$ cat src/rtl/fetch_stage_pkg.sv
// Shared LC-3b types and fetch-stage constants.
package fetch_stage_pkg;

    typedef logic [15:0] lc3b_word;
    typedef logic [1:0]  lc3b_mux_sel;

    localparam lc3b_mux_sel SEL_SEQ  = 2'b00;
    localparam lc3b_mux_sel SEL_BR   = 2'b01;
    localparam lc3b_mux_sel SEL_TRAP = 2'b10;
    localparam lc3b_mux_sel SEL_JMP  = 2'b11;

    typedef enum logic [1:0] {
        IDLE  = 2'b00,
        REQ   = 2'b01,
        HOLD  = 2'b10,
        DRAIN = 2'b11
    } fetch_state_t;

    localparam lc3b_word PC_INC = 16'd2;

endpackage

$ cat src/rtl/fetch_stage_if.sv
// Instruction-memory port plus the IF/ID hand-off toward decode.
interface fetch_stage_if;
    import fetch_stage_pkg::*;

    logic     imem_read;
    lc3b_word imem_address;
    logic     imem_resp;
    lc3b_word imem_rdata;
    logic     id_ready;
    logic     if_valid;
    lc3b_word if_ir;
    lc3b_word if_pc;
    lc3b_word if_pc_plus2;

    modport master (
        output imem_read, imem_address, if_valid, if_ir, if_pc, if_pc_plus2,
        input  imem_resp, imem_rdata, id_ready
    );

    modport slave (
        input  imem_read, imem_address, if_valid, if_ir, if_pc, if_pc_plus2,
        output imem_resp, imem_rdata, id_ready
    );
endinterface

$ cat src/rtl/fetch_pc_mux.sv
// Next-PC select: sequential or one of the resolved redirect targets, halfword aligned.
module fetch_pc_mux
    import fetch_stage_pkg::*;
(
    input  lc3b_mux_sel sel,
    input  lc3b_word    pc_plus2,
    input  lc3b_word    br_target,
    input  lc3b_word    trap_target,
    input  lc3b_word    jmp_target,
    output lc3b_word    next_pc
);
    lc3b_word sel_word;

    // Four-way target select
    always_comb begin
        sel_word = pc_plus2;
        unique case (sel)
            SEL_SEQ:  sel_word = pc_plus2;
            SEL_BR:   sel_word = br_target;
            SEL_TRAP: sel_word = trap_target;
            SEL_JMP:  sel_word = jmp_target;
            default:  sel_word = pc_plus2;
        endcase
    end

    // Instructions are halfword aligned, so bit 0 is always cleared.
    assign next_pc = sel_word & 16'hFFFE;
endmodule

$ cat src/rtl/fetch_stage.sv
// LC-3b IF stage: PC, imem request FSM, one-entry skid buffer and IF/ID register.
module fetch_stage
    import fetch_stage_pkg::*;
#(
    parameter lc3b_word RESET_PC = 16'h0000
) (
    input  logic            clk,
    input  logic            reset_n,
    input  lc3b_mux_sel     pc_mux_sel,
    input  logic            redirect,
    input  lc3b_word        br_target,
    input  lc3b_word        trap_target,
    input  lc3b_word        jmp_target,
    fetch_stage_if.master   bus
);
    fetch_state_t state, state_next;
    lc3b_word     pc, pc_plus2, next_pc, drain_addr;
    lc3b_mux_sel  sel_eff;
    logic         take_redirect;
    logic         skid_valid;
    lc3b_word     skid_ir, skid_pc;

    assign take_redirect = redirect && (pc_mux_sel != SEL_SEQ);
    assign sel_eff       = take_redirect ? pc_mux_sel : SEL_SEQ;
    assign pc_plus2      = pc + PC_INC;

    fetch_pc_mux u_pc_mux (
        .sel         (sel_eff),
        .pc_plus2    (pc_plus2),
        .br_target   (br_target),
        .trap_target (trap_target),
        .jmp_target  (jmp_target),
        .next_pc     (next_pc)
    );

    // State register
    always_ff @(posedge clk) begin
        if (!reset_n) state <= IDLE;
        else          state <= state_next;
    end

    // Next-state and imem request outputs; DRAIN keeps presenting the stale
    // address because an issued read cannot be withdrawn.
    always_comb begin
        state_next       = state;
        bus.imem_read    = 1'b0;
        bus.imem_address = pc;
        unique case (state)
            IDLE: state_next = REQ;
            REQ: begin
                bus.imem_read = 1'b1;
                if (take_redirect)
                    state_next = bus.imem_resp ? REQ : DRAIN;
                else if (bus.imem_resp && bus.if_valid && !bus.id_ready)
                    state_next = HOLD;
            end
            HOLD: begin
                if (take_redirect || bus.id_ready) state_next = REQ;
            end
            DRAIN: begin
                bus.imem_read    = 1'b1;
                bus.imem_address = drain_addr;
                if (bus.imem_resp) state_next = REQ;
            end
            default: state_next = IDLE;
        endcase
    end

    // PC update; the outstanding address is latched when a redirect orphans it.
    always_ff @(posedge clk) begin
        if (!reset_n) begin
            pc         <= RESET_PC;
            drain_addr <= RESET_PC;
        end else begin
            if (take_redirect || (state == REQ && bus.imem_resp))
                pc <= next_pc;
            if (state == REQ && take_redirect && !bus.imem_resp)
                drain_addr <= pc;
        end
    end

    // IF/ID register and skid buffer; redirect flushes both.
    always_ff @(posedge clk) begin
        if (!reset_n) begin
            bus.if_valid    <= 1'b0;
            bus.if_ir       <= '0;
            bus.if_pc       <= '0;
            bus.if_pc_plus2 <= '0;
            skid_valid      <= 1'b0;
            skid_ir         <= '0;
            skid_pc         <= '0;
        end else if (take_redirect) begin
            bus.if_valid <= 1'b0;
            skid_valid   <= 1'b0;
        end else if (state == REQ && bus.imem_resp) begin
            if (!bus.if_valid || bus.id_ready) begin
                bus.if_valid    <= 1'b1;
                bus.if_ir       <= bus.imem_rdata;
                bus.if_pc       <= pc;
                bus.if_pc_plus2 <= pc_plus2;
            end else begin
                skid_valid <= 1'b1;
                skid_ir    <= bus.imem_rdata;
                skid_pc    <= pc;
            end
        end else if (state == HOLD && bus.id_ready) begin
            bus.if_valid    <= skid_valid;
            bus.if_ir       <= skid_ir;
            bus.if_pc       <= skid_pc;
            bus.if_pc_plus2 <= skid_pc + PC_INC;
            skid_valid      <= 1'b0;
        end else if (bus.if_valid && bus.id_ready) begin
            bus.if_valid <= 1'b0;
        end
    end
endmodule

$ cat src/flat_wrapper.sv
// flat-port wrapper written by rule: the top's interface ports become plain ports
module fetch_stage_flat import fetch_stage_pkg::*;
#(
    parameter lc3b_word RESET_PC = 16'h0000
)
  (clk, reset_n, pc_mux_sel, redirect, br_target, trap_target, jmp_target, bus_imem_read, bus_imem_address, bus_if_valid, bus_if_ir, bus_if_pc, bus_if_pc_plus2, bus_imem_resp, bus_imem_rdata, bus_id_ready);
  fetch_stage_if bus_i ();
  input  logic clk;
  input  logic reset_n;
  input  lc3b_mux_sel pc_mux_sel;
  input  logic redirect;
  input  lc3b_word br_target;
  input  lc3b_word trap_target;
  input  lc3b_word jmp_target;
  output wire logic [$bits(bus_i.imem_read)-1:0] bus_imem_read;
  output wire logic [$bits(bus_i.imem_address)-1:0] bus_imem_address;
  output wire logic [$bits(bus_i.if_valid)-1:0] bus_if_valid;
  output wire logic [$bits(bus_i.if_ir)-1:0] bus_if_ir;
  output wire logic [$bits(bus_i.if_pc)-1:0] bus_if_pc;
  output wire logic [$bits(bus_i.if_pc_plus2)-1:0] bus_if_pc_plus2;
  input wire logic [$bits(bus_i.imem_resp)-1:0] bus_imem_resp;
  input wire logic [$bits(bus_i.imem_rdata)-1:0] bus_imem_rdata;
  input wire logic [$bits(bus_i.id_ready)-1:0] bus_id_ready;
  assign bus_imem_read = bus_i.imem_read;
  assign bus_imem_address = bus_i.imem_address;
  assign bus_if_valid = bus_i.if_valid;
  assign bus_if_ir = bus_i.if_ir;
  assign bus_if_pc = bus_i.if_pc;
  assign bus_if_pc_plus2 = bus_i.if_pc_plus2;
  assign bus_i.imem_resp = bus_imem_resp;
  assign bus_i.imem_rdata = bus_imem_rdata;
  assign bus_i.id_ready = bus_id_ready;
  fetch_stage #(.RESET_PC(RESET_PC)) u_core (.clk(clk), .reset_n(reset_n), .pc_mux_sel(pc_mux_sel), .redirect(redirect), .br_target(br_target), .trap_target(trap_target), .jmp_target(jmp_target), .bus(bus_i));
endmodule
$ cat config.mk
export PLATFORM = sky130hd
export DESIGN_NAME = fetch_stage_flat
export DESIGN_NICKNAME = d
export VERILOG_FILES = /design/src/rtl/fetch_stage_pkg.sv /design/src/rtl/fetch_stage_if.sv /design/src/rtl/fetch_pc_mux.sv /design/src/rtl/fetch_stage.sv /design/src/flat_wrapper.sv
export SDC_FILE = /design/constraint.sdc
export NUM_CORES = 1
export LEC_CHECK = 0
export CAP_MARGIN = 20
export CORE_MARGIN = 2
export CORE_UTILIZATION = 54
export CTS_BUF_LIST = sky130_fd_sc_hd__clkbuf_8
export DETAILED_ROUTE_END_ITERATION = 10
export HOLD_SLACK_MARGIN = 0.15
export PLACE_DENSITY = 0.88
export SETUP_SLACK_MARGIN = 0.2
export SYNTH_ARGS = -nofsm -noshare
export SYNTH_HDL_FRONTEND = slang
export SYNTH_SLANG_ARGS = --single-unit
$ cat constraint.sdc
create_clock -name clk -period 5.9 [get_ports clk]
set_clock_uncertainty 0.1 [all_clocks]
set_input_delay 1.475 -clock clk [delete_from_list [all_inputs] [get_ports clk]]
set_output_delay 1.475 -clock clk [all_outputs]
set_load 0.05 [all_outputs]
==> results.toml <==
[synthesis]
netlist_area_sq_um = 5670
synth.avg_cell_area_sq_um = 8.06
synth_cell_type_count = 42
ys_warn_count = 0
synth_top_area_cell = "dfxtp_1"
synth_top_cell_area_share = 0.392
syn_inst = 704
ys_ff_latch = 111
seq_area_frac_synth = 0.392
ys_top_cells_by_area = "dfxtp_1 39%, nand2_1 13%, a311oi_2 7.9%"

[finish]
utilization = 0.693
diodes = 0
fin_nets = 863
layout.cells.most_common_list = "193 x nand2_1, 130 x clkdlybuf4s50_1, 111 x dfxtp_1"
final_common_cell = "nand2_1"
drive_gt1_frac = 0.0918
synthToLayoutAreaGrowth_pct = 25.5

[critical_path]
worst_path_most_repeated_cell = "buf_4"
end_kind = "flop"
required_ps = 6090
path_class = "in -> reg"
critical_path.cell_chain = "clkdlybuf4s50_1 -> and3b_1 -> buf_4 -> o21a_1 -> o21a_2 -> buf_4 -> nor2_1 -> a311oi_2"
slowest_delay_ps = 580
slowest_stage = "clkdlybuf4s50_1"
critPathArrivalTime_ps = 4440
cp-start-kind = "input port"
critPathMaxFanout = 45

[power]
netSwitchingFraction = 0.328
p_switching_mw = 0.556
pwr-share-comb = 0.234
p_clk_frac = 0.279
sequentialPowerShare = 0.486
p_int_mw = 1.14
p_per_area_nw_per_um2 = 238
p_leak_nw = 2.42
ir_drop_v = 0.000166

[clock_network]
clk_pin_slew_worst_paths_ps = 100
cts_max_level = 3
cts_buffers = 9
cts_resized = 0
post_cts_buffers = 0
clk_latency_ps = 380
holdBufCountCts = 0
cts_root_buf = "clkbuf_8"
cts_tree = "done"
ctsLongestPathBuffers = 2
cts.sinks = 111

[routing]
first_iter_violations = 509
first_pass_iters = 5
drc = 0
wl_per_cell_um = 17.1
vias = 5375
viasPerCell = 5.77
drtAntennaViolNets = 0
wl_um = 15900

[status]
status = "finished, final reports clean"

[floorplanning]
coreArea_sq_um = 10300
pin_count = 137
die_w_um = 106
die_area_sq_um = 11300
rows = 37
die_h_um = 106
start_util = 0.552

[sta]
fin_ws_ps = 1650
fin_crit_ps = 4250
fin_setup_tns_ps = 0
fin_crit_sh = 0.721
rsz0062_at_grt = "no"
timing.fmax_ghz = 0.235
hold_viol_final = 0
finalSetupViolations = 0
holdWs_ps = 357
max_slew_margin = 0.371
tightestPinTransition_ps = 937
drv_slew = 0

[placement]
gp_congestion = 0.928
dp_worst_setup_slack_ps = 1300
io_buffers = 130
hpwl_um = 11000

[global_route]
grt_antenna_before_repair = 0
grt_use_total = 0.283
grt_max_degree = 54
grt_overflow = 0
grt_pass1_wl_um = 25800
first_global_vias = 5256

[hold_path]
holdCritPathClass = "reg -> reg"

[flow_run]
maxCapViolations = 0
==> flip-flops by register name, indices dropped and copies added, names as in the netlist <==
name / flops
u_core.bus.if_ir: 16
u_core.bus.if_pc: 15
u_core.bus.if_pc_plus2: 15
u_core.bus.if_valid: 1
u_core.drain_addr: 15
u_core.pc: 15
u_core.skid_ir: 16
u_core.skid_pc: 15
u_core.skid_valid: 1
u_core.state: 2
==> logic make-up after synthesis <==
family | synth area share
AND/OR/NAND/NOR | 0.219
adder cells (fa/ha/maj) | 0.00441
other | 0.000661
AO/OA/AOI/OAI | 0.192
multiplexers | 0.0721
XOR/XNOR | 0.0602
buffers and inverters | 0.0598
flip-flops | 0.392
==> through the flow <==
stage / total power, mW / cells / cell area, sq um
6_report: 1.69 / 931 / 7120
4_1_cts: 1.69 / 931 / 7120
3_3_place_gp: 1.22 / 915 / 6920
5_1_grt: 1.75 / 931 / 7120
3_5_place_dp: 1.23 / 915 / 6920
2_1_floorplan: 1.10 / 706 / 5680
==> power groups by stage <==
stage	Combinational (mW)	Clock [mW]	Sequential, mW
5_1_grt	0.420	0.506	0.828
4_1_cts	0.396	0.476	0.822
6_report	0.396	0.473	0.824
3_5_place_dp	0.395	0	0.839
2_1_floorplan	0.208	0	0.887
3_3_place_gp	0.386	0	0.838
==> routing by layer <==
| layer | GRT usage | share of wire | routed length (um) | vias to the layer above |
|---|---|---|---|---|
| li1 | - | - | - | 2580 |
| met1 | 0.367 | 0.42 | 6630 | 2549 |
| met2 | 0.494 | 0.50 | 8020 | 216 |
| met3 | 0.0325 | 0.060 | 954 | 30 |
| met4 | 0.0872 | 0.020 | 320 | 0 |
| met5 | 0 | 0 | 0 | - |
==> worst paths after layout <==
path	cells after the start	slack, ps	end	startpoint
max	8	1650	u_core.bus.if_ir[0]$_SDFFE_PN0P_	bus_imem_resp
min	2	360	u_core.drain_addr[3]$_SDFFE_PN0P_	u_core.drain_addr[3]$_SDFFE_PN0P_
max reg2reg	7	2890	u_core.bus.if_ir[0]$_SDFFE_PN0P_	u_core.state[0]$_SDFFE_PN0P_
min reg2reg	2	360	u_core.drain_addr[3]$_SDFFE_PN0P_	u_core.drain_addr[3]$_SDFFE_PN0P_
==> synthesized netlist by cell type (all sizes together) <==
master,instances
a211oi,1
a21o,1
a21oi,52
a221oi,15
a22oi,2
a311oi,31
a31oi,2
and3b,1
and4,1
buf,24
clkbuf,42
conb,1
dfxtp,111
ha,2
inv,8
mux2,15
mux2i,24
nand2,193
nand2b,3
nand3,24
nand3b,1
nand4,6
nor2,44
nor2b,2
nor3,15
nor4,8
o211a,1
o211ai,3
o21a,3
o21ai,27
o31ai,1
or3,1
xnor2,16
xor2,23
==> cell type report <==
class	count	area, sq um
fill	876	3160
multi-input combinational	521	3120
sequential	111	2220
timing repair buffer	139	1370
tap	136	170
clock buffer	9	124
clock inverter	7	77.6
inverter	8	31.3
==> critical path: cells and delay by family <==
family	cells	cell delay [ps]
buf+inv	3	1590
compound gates	3	1040
simple gates	2	310
(Power assumes the default switching activity.)
